==> config.mk <==
export PLATFORM = sky130hd
export DESIGN_NAME = axi_mem_loader
export DESIGN_NICKNAME = d
export VERILOG_FILES = /design/src/rtl/axi_mem_loader.sv
export SDC_FILE = /design/constraint.sdc
export NUM_CORES = 1
export LEC_CHECK = 0
export CAP_MARGIN = 25
export CORE_UTILIZATION = 40
export CTS_CLUSTER_SIZE = 12
export DETAILED_ROUTE_END_ITERATION = 8
export PLACE_DENSITY = 0.77
export SETUP_SLACK_MARGIN = 0.15
export SYNTH_ARGS = -nofsm -noshare
export SYNTH_HDL_FRONTEND = slang
export SYNTH_SLANG_ARGS = --single-unit
==> constraint.sdc <==
create_clock -name ACLK -period 2.7 [get_ports ACLK]
set_clock_uncertainty 0.15 [all_clocks]
set_input_delay 0.54 -clock ACLK [delete_from_list [all_inputs] [get_ports ACLK]]
set_output_delay 0.54 -clock ACLK [all_outputs]
set_load 0.05 [all_outputs]
==> src/rtl/axi_mem_loader.sv <==
// Boot loader: streams words into DMEM over AXI-Lite writes, then releases the core.
// LOADER_ABORT_ON_ERR_EN: an error response ends the load early and keeps the core in reset.
module axi_mem_loader #(
    parameter int AXI_ADDR_BITS = 32,
    parameter int AXI_DATA_BITS = 32,
    parameter int CNT_BITS      = 16
) (
    input  logic                       ACLK,
    input  logic                       ARESETn,
    input  logic                       start_i,
    input  logic [AXI_ADDR_BITS-1:0]   base_addr_i,
    input  logic [CNT_BITS-1:0]        num_words_i,
    input  logic [AXI_DATA_BITS-1:0]   s_data_i,
    input  logic                       s_valid_i,
    output logic                       s_ready_o,
    output logic                       busy_o,
    output logic                       done_o,
    output logic                       err_o,
    output logic                       cpu_rst_n_o,
    output logic [AXI_ADDR_BITS-1:0]   AWADDR,
    output logic                       AWVALID,
    input  logic                       AWREADY,
    output logic [AXI_DATA_BITS-1:0]   WDATA,
    output logic [AXI_DATA_BITS/8-1:0] WSTRB,
    output logic                       WVALID,
    input  logic                       WREADY,
    input  logic [1:0]                 BRESP,
    input  logic                       BVALID,
    output logic                       BREADY
);

    localparam int STRB_BITS = AXI_DATA_BITS / 8;
    localparam int LSB       = $clog2(STRB_BITS);
    localparam logic [AXI_ADDR_BITS-1:0] WORD_BYTES = AXI_ADDR_BITS'(STRB_BITS);
    localparam logic [AXI_ADDR_BITS-1:0] ADDR_MASK  = ~AXI_ADDR_BITS'((1 << LSB) - 1);
    localparam logic [CNT_BITS-1:0]      CNT_ONE    = CNT_BITS'(1);

    typedef enum logic [2:0] {IDLE, FETCH, WRITE, RESP, DONE} state_t;

    state_t                   state_q, state_n;
    logic [AXI_ADDR_BITS-1:0] addr_q, addr_n;
    logic [AXI_DATA_BITS-1:0] data_q, data_n;
    logic [CNT_BITS-1:0]      num_q, num_n;
    logic [CNT_BITS-1:0]      count_q, count_n;
    logic                     awvalid_q, awvalid_n;
    logic                     wvalid_q, wvalid_n;
    logic                     err_q, err_n;
    logic                     cpu_rst_n_q, cpu_rst_n_n;
    logic                     bresp_err;
    logic                     last_word;

    assign bresp_err = (BRESP != 2'b00);
    assign last_word = ((count_q + CNT_ONE) == num_q);

    always_ff @(posedge ACLK) begin
        if (!ARESETn) begin
            state_q     <= IDLE;
            addr_q      <= '0;
            data_q      <= '0;
            num_q       <= '0;
            count_q     <= '0;
            awvalid_q   <= 1'b0;
            wvalid_q    <= 1'b0;
            err_q       <= 1'b0;
            cpu_rst_n_q <= 1'b0;
        end else begin
            state_q     <= state_n;
            addr_q      <= addr_n;
            data_q      <= data_n;
            num_q       <= num_n;
            count_q     <= count_n;
            awvalid_q   <= awvalid_n;
            wvalid_q    <= wvalid_n;
            err_q       <= err_n;
            cpu_rst_n_q <= cpu_rst_n_n;
        end
    end

    always_comb begin
        state_n     = state_q;
        addr_n      = addr_q;
        data_n      = data_q;
        num_n       = num_q;
        count_n     = count_q;
        awvalid_n   = awvalid_q;
        wvalid_n    = wvalid_q;
        err_n       = err_q;
        cpu_rst_n_n = cpu_rst_n_q;
        unique case (state_q)
            IDLE: begin
                if (start_i) begin
                    addr_n  = base_addr_i & ADDR_MASK;
                    num_n   = num_words_i;
                    count_n = '0;
                    err_n   = 1'b0;
                    state_n = (num_words_i == '0) ? DONE : FETCH;
                end
            end
            FETCH: begin
                if (s_valid_i) begin
                    data_n    = s_data_i;
                    awvalid_n = 1'b1;
                    wvalid_n  = 1'b1;
                    state_n   = WRITE;
                end
            end
            WRITE: begin
                // AW and W retire independently, in any order
                if (awvalid_q && AWREADY) awvalid_n = 1'b0;
                if (wvalid_q && WREADY)   wvalid_n  = 1'b0;
                if (!awvalid_n && !wvalid_n) state_n = RESP;
            end
            RESP: begin
                if (BVALID) begin
                    if (bresp_err) err_n = 1'b1;
                    count_n = count_q + CNT_ONE;
                    addr_n  = addr_q + WORD_BYTES;
`ifdef LOADER_ABORT_ON_ERR_EN
                    if (bresp_err || last_word) state_n = DONE;
                    else                        state_n = FETCH;
`else
                    state_n = last_word ? DONE : FETCH;
`endif
                end
            end
            DONE: begin
`ifdef LOADER_ABORT_ON_ERR_EN
                // an aborted load leaves the core held in reset
                cpu_rst_n_n = cpu_rst_n_q | ~err_q;
`else
                cpu_rst_n_n = 1'b1;
`endif
                state_n = IDLE;
            end
            default: state_n = IDLE;
        endcase
    end

    assign s_ready_o   = (state_q == FETCH);
    assign BREADY      = (state_q == RESP);
    assign busy_o      = (state_q == FETCH) || (state_q == WRITE) || (state_q == RESP);
    assign done_o      = (state_q == DONE);
    assign err_o       = err_q;
    assign cpu_rst_n_o = cpu_rst_n_q;
    assign AWADDR      = addr_q;
    assign AWVALID     = awvalid_q;
    assign WDATA       = data_q;
    assign WVALID      = wvalid_q;
    assign WSTRB       = '1;

endmodule

==> results.cfg <==
[routing]
drt-total-wl_microns = 14900
avgRoutedWirePerCell_microns = 15.3
via_per_inst = 5.46
drt_first_pass_iters = 5
drc_errors = 0
antenna_left = 0
vias = 5319
drt_iter0_drc = 372

[clock_network]
clockBufferDepth = 2
numClockSinks = 101
ctsHoldBuffers = 0
cts_tree = yes
cts_buffers = 9
path_clk_slew_ns = 0.07
worstSkewPairLatency_ns = 0.35
clockRootBuffer = clkbuf_16
htreeDepth = 3

[logic_synthesis]
synth_ff_type = dfxtp_1
synth_area_leaders = dfxtp_1 (40%), nand2_1 (11%), a21oi_1 (9.6%), nor2_1 (3.7%), xnor2_1 (3.1%)
synth-edff-count = 0
synth.distinct_cells = 56
yosysSeqAreaShare_pct = 40.2
synth.top_cells.by_count = nand2_1 (142), dfxtp_1 (101), a21oi_1 (96)
yosysTopAreaCell = dfxtp_1
yosysWarningCount = 0
avgSynthCellArea_sq_um = 7.61
syn_area_sq_um = 5030
synth-seq-cells = 101
postSynthCellCount = 661
synth_most_common_cell = nand2_1
postSynth.asyncResetShare_pct = 0
synth_top_area_share_pct = 40.2

[sta]
setup-violations-final = 0
tns_ns = 0
tightest_slew_ns = 0.559
slew_violations = 0
hold_viol = 0
relSlewSlack_pct = 62.6
period_share_pct = 89.5
rsz0062_at_grt = yes
period_needed_ns = 2.42
fmax_ghz = 0.414

[setup_path]
critPathRequiredTime_ns = 2.80
end_kind = register
crit_fanout = 5
arrival_ns = 2.52
start_kind = register
worstSetupPathType = reg -> reg

[pwr]
p_per_area_nw_per_um2 = 693
ir_drop_uv = 520
power.leakage_nw = 2.47

[global_route]
grt_pass1_wl_microns = 24300
overflow = 0
grt_start_max_net_pins = 51
track_usage_pct = 23.5
antenna_found_initial = 0
grt_pass1_vias = 5085

[floorplanning]
rows = 40
coreArea_sq_um = 12100
die_h_microns = 114
initial_core_util_pct = 41.5
ioPinCount = 165
die-area_sq_um = 13000
die_w_microns = 114

[placed_design]
io_buffers = 156
place_inst = 960
gp_congestion = 0.871
dpl.hpwl_microns = 10700

[layout]
final_nets = 894
area_growth_pct = 41.5
diodes = 0
layoutNonFillerInstCount = 975
drive_above_1_share_pct = 7.31
final_util_pct = 58.7
fillers = 1107

[run_status]
outcome = complete, no violations

[job]
cap_viol_max_count = 0

[worst_hold_path]
hold_class = reg -> reg
## placed cells by master, fill, tap and decap left out, types with 6 or more instances in the layout
cell / instances
a31oi_1: 11
a21oi_1: 96
buf_4: 25
a221oi_1: 6
xor2_1: 6
o21ai_0: 16
and3_1: 7
o21ai_1: 11
nor2_1: 49
conb_1: 6
nor4_1: 14
dfxtp_1: 101
nor3_1: 15
nand2_1: 140
nand3_1: 18
nand4_1: 12
clkdlybuf4s50_1: 152
xnor2_1: 18
clkbuf_16: 9
## sequential cells by signal, indices dropped and copies added (netlist names)
register / count
cpu_rst_n_o: 1
AWVALID: 1
err_o: 1
num_q: 16
count_q: 16
state_q: 3
WVALID: 1
AWADDR: 30
WDATA: 32
## area by class of cell
| type | instances | area [sq um] | area share (%) |
|---|---|---|---|
| multi-input cells | 506 | 2810 | 39.4 |
| repair buffers | 179 | 1740 | 24.4 |
| inverters | 6 | 22.5 | 0.317 |
| clock inverters | 4 | 72.6 | 1.02 |
| flip-flops and latches | 101 | 2020 | 28.4 |
| clock buffers | 11 | 243 | 3.41 |
| well taps | 168 | 210 | 2.96 |
## through the flow
step	worst slack (ns)	instance area, sq um	hold slack (ns)	power [W]
final	0.283	7110	0.304	0.00493
after global routing	0.117	7110	0.327	0.00517
after CTS	0.219	7080	0.305	0.00496
after detailed placement	0.143	6770	0.297	0.00356
after global placement	0.181	6770	0.291	0.00352
after floorplan	0.206	5040	0.298	0.00294
## critical path, stage by stage, from the launching register on
cell and delay (ns):
dfxtp_1 0.42, ha_2 0.27, and3_2 0.25, nand3_1 0.18, or4_1 0.53, a21bo_1 0.21, nand4_1 0.09, a31o_1 0.22
## cell families after synthesis
| family | after synthesis | synth area share [%] |
|---|---|---|
| simple gates | 299 | 28.3 |
| compound gates | 166 | 19.7 |
| flops | 101 | 40.2 |
| buf+inv | 58 | 5.00 |
| xor+xnor | 25 | 4.50 |
| mux | 8 | 1.69 |
| fa+ha+maj | 2 | 0.498 |
| other cells | 2 | 0.149 |
## layer usage
metal  GRT usage, %  up-vias  share of wire (%)
li1               -     2598                  -
met1           28.3     2492                 41
met2           38.6      213                 48
met3           7.57       16                9.9
met4           9.44        0                1.3
met5              0        -                  0
## report_power, final
part	total, W	internal, W	switching [W]
Clock	0.00140	0.000831	0.000565
Combinational	0.00171	0.000621	0.00109
Sequential	0.00182	0.00166	0.000166
## worst paths after layout
check	depth (start not counted)	slack [ns]	start	end
min	2	0.30	WDATA[28]	WDATA[28]
max reg2reg	7	0.28	count_q[1]	state_q[0]
max	7	0.28	count_q[1]	state_q[0]
min reg2reg	2	0.30	WDATA[28]	WDATA[28]
## timing repair
| action | 4_1_cts | 5_1_grt |
|---|---|---|
| setup buffers | 0 | 0 |
| resized for setup | 1 | 8 |
| endpoints found under the setup margin | 1 | 9 |
Power figures use the tool's default switching activity.
